`config.mk`:
```
export PLATFORM = sky130hd
export DESIGN_NAME = fifo_merge_arbiter
export DESIGN_NICKNAME = d
export VERILOG_FILES = /design/src/rtl/fifo_merge_pkg.sv /design/src/rtl/rr_priority_select.sv /design/src/rtl/fifo_merge_arbiter.sv
export SDC_FILE = /design/constraint.sdc
export NUM_CORES = 1
export LEC_CHECK = 0
export ABC_AREA = 1
export BUFFER_PORTS_ARGS = -buffer_cell sky130_fd_sc_hd__buf_2
export CORE_UTILIZATION = 26
export DETAILED_ROUTE_END_ITERATION = 10
export GPL_TIMING_DRIVEN = 0
export PLACE_DENSITY = 0.8
export SLEW_MARGIN = 20
export SYNTH_ARGS = -nofsm -noshare
export SYNTH_HDL_FRONTEND = slang
export SYNTH_SLANG_ARGS = --single-unit
```
`constraint.sdc`:
```
create_clock -name BUS_CLK -period 1.2 [get_ports BUS_CLK]
set_input_delay 0.12 -clock BUS_CLK [delete_from_list [all_inputs] [get_ports BUS_CLK]]
set_output_delay 0.12 -clock BUS_CLK [all_outputs]
set_load 0.1 [all_outputs]
```
`src/rtl/fifo_merge_pkg.sv`:
```
// Shared state encoding, default sizes and width helper for the FIFO merge arbiter.
package fifo_merge_pkg;

    typedef enum logic [0:0] {
        StIdle    = 1'b0,
        StGranted = 1'b1
    } merge_state_e;

    localparam int unsigned DefChannels  = 2;
    localparam int unsigned DefDataWidth = 32;
    localparam int unsigned DefMaxBurst  = 1;

    // Bits needed to encode values 0..value-1; never below 1 so ports stay legal.
    function automatic int unsigned clog2(input int unsigned value);
        int unsigned width;
        width = 1;
        for (int unsigned i = 1; i < 32; i++) begin
            if ((32'd1 << i) < value) begin
                width = i + 1;
            end
        end
        return width;
    endfunction

endpackage

```
`src/rtl/rr_priority_select.sv`:
```
// Rotating-priority picker: returns the first set request at or after start_i,
// or the lowest set request when FIXED_PRIORITY is non-zero.
module rr_priority_select
    import fifo_merge_pkg::*;
#(
    parameter int unsigned CHANNELS       = DefChannels,
    parameter int unsigned FIXED_PRIORITY = 0,
    localparam int unsigned IdW           = clog2(CHANNELS)
) (
    input  logic [CHANNELS-1:0] req_i,
    input  logic [IdW-1:0]      start_i,
    output logic                found_o,
    output logic [IdW-1:0]      sel_o
);

    logic [IdW-1:0] base;
    logic [IdW-1:0] idx;

    assign base = (FIXED_PRIORITY != 0) ? '0 : start_i;

    always_comb begin
        found_o = 1'b0;
        sel_o   = '0;
        idx     = base;
        for (int unsigned k = 0; k < CHANNELS; k++) begin
            if (!found_o && req_i[idx]) begin
                found_o = 1'b1;
                sel_o   = idx;
            end
            idx = (idx == IdW'(CHANNELS - 1)) ? '0 : idx + 1'b1;
        end
    end

endmodule

```
`src/rtl/fifo_merge_arbiter.sv`:
```
// Merges several source FIFOs onto one read-side interface with round-robin or
// fixed-priority arbitration, bounded bursts per grant and per-channel enables.
module fifo_merge_arbiter
    import fifo_merge_pkg::*;
#(
    parameter int unsigned CHANNELS       = DefChannels,
    parameter int unsigned DATA_WIDTH     = DefDataWidth,
    parameter int unsigned MAX_BURST      = DefMaxBurst,
    parameter int unsigned FIXED_PRIORITY = 0,
    localparam int unsigned IdW           = clog2(CHANNELS),
    localparam int unsigned CntW          = clog2(MAX_BURST + 1)
) (
    input  logic                           BUS_CLK,
    input  logic                           BUS_RST,
    input  logic [CHANNELS-1:0]            CH_ENABLE,
    input  logic [CHANNELS-1:0]            CH_FIFO_EMPTY,
    input  logic [CHANNELS*DATA_WIDTH-1:0] CH_FIFO_DATA,
    output logic [CHANNELS-1:0]            CH_FIFO_READ,
    input  logic                           FIFO_READ,
    output logic                           FIFO_EMPTY,
    output logic [DATA_WIDTH-1:0]          FIFO_DATA,
    output logic                           GRANT_VALID,
    output logic [IdW-1:0]                 GRANT_ID
);

    localparam logic [CntW-1:0] BurstLast = CntW'(MAX_BURST - 1);
    localparam logic [CntW-1:0] BurstMax  = CntW'(MAX_BURST);

    merge_state_e    state_q, state_d;
    logic [IdW-1:0]  grant_q, grant_d;
    logic [IdW-1:0]  ptr_q, ptr_d;
    logic [CntW-1:0] cnt_q, cnt_d;

    logic [CHANNELS-1:0] req;
    logic [CHANNELS-1:0] grant_oh;
    logic [CHANNELS-1:0] search_req;
    logic                found;
    logic [IdW-1:0]      sel;
    logic                granted;
    logic                g_empty;
    logic                g_enable;
    logic                fwd_read;
    logic                release_grant;

    function automatic logic [IdW-1:0] next_index(input logic [IdW-1:0] idx);
        return (idx == IdW'(CHANNELS - 1)) ? '0 : idx + 1'b1;
    endfunction

    assign req      = CH_ENABLE & ~CH_FIFO_EMPTY;
    assign granted  = (state_q == StGranted);
    assign g_empty  = CH_FIFO_EMPTY[grant_q];
    assign g_enable = CH_ENABLE[grant_q];
    // Reads are never forwarded while reset is held, even before the grant drops.
    assign fwd_read = granted & FIFO_READ & ~g_empty & ~BUS_RST;

    assign release_grant = (fwd_read && cnt_q == BurstLast) || (!fwd_read && g_empty) ||
                           !g_enable;

    always_comb begin
        grant_oh          = '0;
        grant_oh[grant_q] = 1'b1;
    end

    // While granted, the holder is excluded so a release hands over to anyone else first.
    assign search_req = granted ? (req & ~grant_oh) : req;

    rr_priority_select #(
        .CHANNELS       (CHANNELS),
        .FIXED_PRIORITY (FIXED_PRIORITY)
    ) u_select (
        .req_i   (search_req),
        .start_i (ptr_q),
        .found_o (found),
        .sel_o   (sel)
    );

    always_comb begin
        state_d = state_q;
        grant_d = grant_q;
        ptr_d   = ptr_q;
        cnt_d   = cnt_q;
        case (state_q)
            StIdle: begin
                if (found) begin
                    state_d = StGranted;
                    grant_d = sel;
                    ptr_d   = next_index(sel);
                    cnt_d   = '0;
                end
            end
            StGranted: begin
                if (fwd_read && cnt_q != BurstMax) begin
                    cnt_d = cnt_q + 1'b1;
                end
                if (release_grant) begin
                    cnt_d = '0;
                    if (found) begin
                        grant_d = sel;
                        ptr_d   = next_index(sel);
                    end else if (!req[grant_q]) begin
                        state_d = StIdle;
                    end
                end
            end
            default: state_d = StIdle;
        endcase
    end

    always_ff @(posedge BUS_CLK) begin
        if (BUS_RST) begin
            state_q <= StIdle;
            grant_q <= '0;
            ptr_q   <= '0;
            cnt_q   <= '0;
        end else begin
            state_q <= state_d;
            grant_q <= grant_d;
            ptr_q   <= ptr_d;
            cnt_q   <= cnt_d;
        end
    end

    always_comb begin
        FIFO_EMPTY   = 1'b1;
        FIFO_DATA    = '0;
        CH_FIFO_READ = '0;
        if (granted) begin
            FIFO_EMPTY            = g_empty;
            FIFO_DATA             = CH_FIFO_DATA[grant_q*DATA_WIDTH +: DATA_WIDTH];
            CH_FIFO_READ[grant_q] = fwd_read;
        end
    end

    assign GRANT_VALID = granted;
    assign GRANT_ID    = grant_q;

endmodule

```
==> metrics.txt, run 1 <==
status=stopped before the end; Failed at=4_1_cts; Err=[ERROR DPL-0038] Utilization greater than 100%, impossible to legalize; H-Tree Depth=1; share of synthesized cell area in full adder, half adder and majority cells=0; Ports=roughly 110; DP HPWL=roughly 2600 µm; Chip Width=roughly 50 µm; Async S/R FF share, synth=0; share of the synthesized area in the top cell type=0.472; Std-Cell Rows=16; synthesized flop and latch total=4; number of synthesized flops with an enable pin=0; Hold Buf Count CTS=0; largest area contributor in the netlist=a22o_1; clock sinks=4; Synth Flop Type=dfxtp_1; sequential-to-total area share from yosys stat=0.135; Area contributors post-synth=a22o_1 47%, dfxtp_1 13%, nand2_1 6.9%; count leader, synth=a22o_1; Post-Synth Simple-Gate Area=0.198; postcts setup bufs=7; Starting Density=0.288; Netlist Area Pre-Place=around 590 µm²; post-cts resize count=about 160; dpl ws=-0.523 ns; Synthesis Warnings=0; largest family of logic cells by synthesized area=compound AO/OA/AOI/OAI gates; I/O Buffers=between 100 and 150; Post-Synth XOR/XNOR Area=0; CTS Buffer Depth=2; Chip Height=~50 µm; post-synthesis cell count=between 80 and 90; Synth cell types=18; Synth top cells by count=32 x a22o_1, 11 x nand2_1, 6 x buf_2, 6 x inv_1, 6 x nor2_1; Mapped Nets=roughly 150; Avg Inst Size Synth=7.16 µm²; clk root buf=clkbuf_4; Compound-Gate Fraction of Synth Area=0.541; mux share of post-synthesis cell area=0; gp weighted congestion=around 0.68; number of buffers created by CTS=3
## through the flow
stage | instances | utilization | cell area [µm²]
after detailed placement | 217 | 0.749 | 1550
after floorplan | 83 | - | 976
after global placement | 217 | 0.749 | 1550
## logic make-up after synthesis
kind of cell,Yosys count
compound gates,38
buf+inv,16
flops,4
simple gates,25
==> inputs of run 2 (changes only) <==
--- a/config.mk
+++ b/config.mk
@@ -7,10 +7,11 @@
 export LEC_CHECK = 0
 export ABC_AREA = 1
 export BUFFER_PORTS_ARGS = -buffer_cell sky130_fd_sc_hd__buf_2
-export CORE_UTILIZATION = 26
+export CORE_AREA = 2 2 63 65
 export DETAILED_ROUTE_END_ITERATION = 10
+export DIE_AREA = 0 0 65 67
 export GPL_TIMING_DRIVEN = 0
-export PLACE_DENSITY = 0.8
+export PLACE_DENSITY_LB_ADDON = 0.15
 export SLEW_MARGIN = 20
 export SYNTH_ARGS = -nofsm -noshare
 export SYNTH_HDL_FRONTEND = slang
==> run 2 against run 1 <==
Net effect: the flow now finishes, with violations (negative setup slack); synthesized cell count unchanged; synthesized area unchanged.
==> metrics.txt, run 2 <==
Max-Cap Viols=0; Remaining Overflow, GRT=0; critical path required time=1.08 ns; P per Cell Area=just under 1000 nW/µm²; Reg area=87.6 µm²; min-delay worst type=input port to register; Hold Buf Count CTS=0 (unchanged); mux share of post-synthesis cell area=0 (unchanged); total number of vias=1137; fin. max-slew vios=0; worst hold endpoint=ptr_q; clock-pin slew on the worst setup and hold paths=0.03 ns; clk root buf=clkbuf_8 (was clkbuf_4); Final Hold Vio Count=0; I/O Buffers=107 (unchanged); most frequent cells in the layout=72 x buf_2, 40 x buf_12, 32 x a22o_4; Chip Width=65 µm (was 49.8 µm); Chip Height=67 µm (was 49.8 µm); status=finished, violations left (was stopped before the end); Std-Cell Rows=22 (was 16); Synthesis Warnings=0 (unchanged); relative max-transition margin=0.676; gp weighted congestion=0.724 (was 0.681); Pleak=about 1.2 nW; dpl ws=-0.540 ns (was -0.523 ns); Max Freq=675 MHz; worst hold margin=0.110 ns; Compound-Gate Fraction of Synth Area=0.541 (unchanged); worst vdd ir=1.12 mV; Clock Latency Late Sink=around 0.21 ns; via/cell ratio=between 4 and 5; Synth Flop Type=dfxtp_1 (unchanged); overall routing resource usage=0.170; worst setup path class=register to primary output; clk_skew=between 0.004 and 0.005 ns; clock sinks=4 (unchanged); failing checks=negative setup slack; share of cells above drive strength 1=0.907; vias in the first global route=~1200; first-pass GRT wire length=about 5800 µm; synthesized flop and latch total=4 (unchanged); Synth top cells by count=32 x a22o_1, 11 x nand2_1, 6 x buf_2, 6 x inv_1, 6 x nor2_1 (unchanged); worst slew pin tran=0.490 ns; fin nets=277; share of synthesized cell area in full adder, half adder and majority cells=0 (unchanged); Core Footprint=around 3600 µm²; number of synthesized flops with an enable pin=0 (unchanged); sequential-to-total area share from yosys stat=0.135 (unchanged); Area Overhead vs Synth=296%; Worst R2R Start=GRANT_ID; Post-Synth Simple-Gate Area=0.198 (unchanged); final WL=3840 µm; Starting Density=0.165 (was 0.288); initial DRC count=25; most common cell after layout, fill and taps aside=buf_2; drt wl/cell=around 15 µm; RSZ-0062 raised after global routing=yes; Avg Inst Size Synth=7.16 µm² (unchanged); CP Max Fanout=10; setup TNS=-9.15 ns; Filler cells=roughly 270; Critical Path Start=GRANT_ID; internal reg-to-reg setup slack=-0.15 ns; number of buffers created by CTS=3 (unchanged); DP HPWL=2670 µm (was 2610 µm); largest net degree at the start of global routing=11; hold path start=BUS_RST; final worst-path cycle share=1.23; Async S/R FF share, synth=0 (unchanged); arrival time at the worst endpoint=approximately 1.4 ns; post-synthesis cell count=83 (unchanged); largest family of logic cells by synthesized area=compound AO/OA/AOI/OAI gates (unchanged); total power=2.29 mW; FF-to-FF End=GRANT_ID; Setup crit end kind=primary output; hold depth=2; # setup viols final=38; # diodes=0; largest area contributor in the netlist=a22o_1 (unchanged); CTS tree=built; worst setup margin=-0.281 ns; Post-DRT Antenna Nets=0; initial antenna violation count=0; Mapped Nets=154 (unchanged); Area contributors post-synth=a22o_1 47%, dfxtp_1 13%, nand2_1 6.9% (unchanged); Multi-input gate area=a little over 800 µm²; min Tclk post-route=approximately 1.5 ns; die area=roughly 4400 µm²; CTS Buffer Depth=2 (unchanged); share of the synthesized area in the top cell type=0.472 (unchanged); count leader, synth=a22o_1 (unchanged); drt first pass iters=4; Netlist Area Pre-Place=594 µm² (unchanged); Worst setup SP type=register; Synth cell types=18 (unchanged); Post-Synth XOR/XNOR Area=0 (unchanged); # DRC=0; H-Tree Depth=1 (unchanged); Ports=108 (unchanged); R2R cell count=8
-- run 2: cell counts after synthesis --
Identical to the previous run, type by type.
-- run 2: layout make-up --
cell class                 count  area share
clock buffer                   3      0.0175
inverter                       9      0.0207
timing repair buffer         122       0.535
sequential                     4      0.0372
tap                           48      0.0255
buffer                         3      0.0212
multi-input combinational     63       0.343
-- run 2: stage by stage --
stage               utilization  instances  instance area (µm²)
floorplan                     -         83                  976
global placement          0.436        238                 1570
detailed placement        0.436        238                 1570
CTS                       0.650        254                 2340
global route              0.653        252                 2360
finish                    0.653        252                 2360
-- run 2: kinds of logic (layout without fill, tap and decap cells) --
| family | count (synthesis) | count (layout) |
|---|---|---|
| AOI/OAI and AO/OA | 38 | 38 |
| and+or+nand+nor | 25 | 25 |
| buffers and inverters | 16 | 137 |
| DFF | 4 | 4 |
-- run 2: worst max path at each step --
stage,endpoint,slack [ns],cells after the start
after CTS,FIFO_DATA[7],-0.33,6
after global routing,FIFO_DATA[13],-0.33,6
after global placement,FIFO_DATA[20],-0.52,5
after floorplan,CH_FIFO_READ[0],-0.35,5
after detailed placement,FIFO_DATA[20],-0.54,5
final,FIFO_DATA[13],-0.28,5
-- run 2: worst max-delay path, cell delays in order, from the launching register on --
cell and delay, ns:
dfxtp_4 0.40, nor2_4 0.06, buf_12 0.14, buf_12 0.14, a22o_4 0.23, buf_12 0.16
-- run 2: metal layers --
layer	GRT usage	up-vias	wire length, µm
met4	0.00798	0	0
met5	0	-	0
met3	0.0304	0	225
met1	0.194	521	1400
met2	0.341	49	2210
li1	-	567	-
-- run 2: what timing repair did --
action | in CTS | in global routing
gates cloned | 1 | 1
buffers inserted | 12 | 3
gates resized for setup | 161 | 17
pin swaps | 6 | 15
endpoints found under the setup margin | 36 | 40
-- run 2: report_power, final --
| group | leakage [nW] | switching [mW] | total [mW] | internal, mW |
|---|---|---|---|---|
| clock | 0.0216 | 0.0626 | 0.276 | 0.213 |
| sequential | 0.0342 | 0.0209 | 0.166 | 0.145 |
| combinational | 1.13 | 1.09 | 1.85 | 0.759 |
| total | 1.19 | 1.18 | 2.29 | 1.12 |
(Power assumes the default switching activity.)
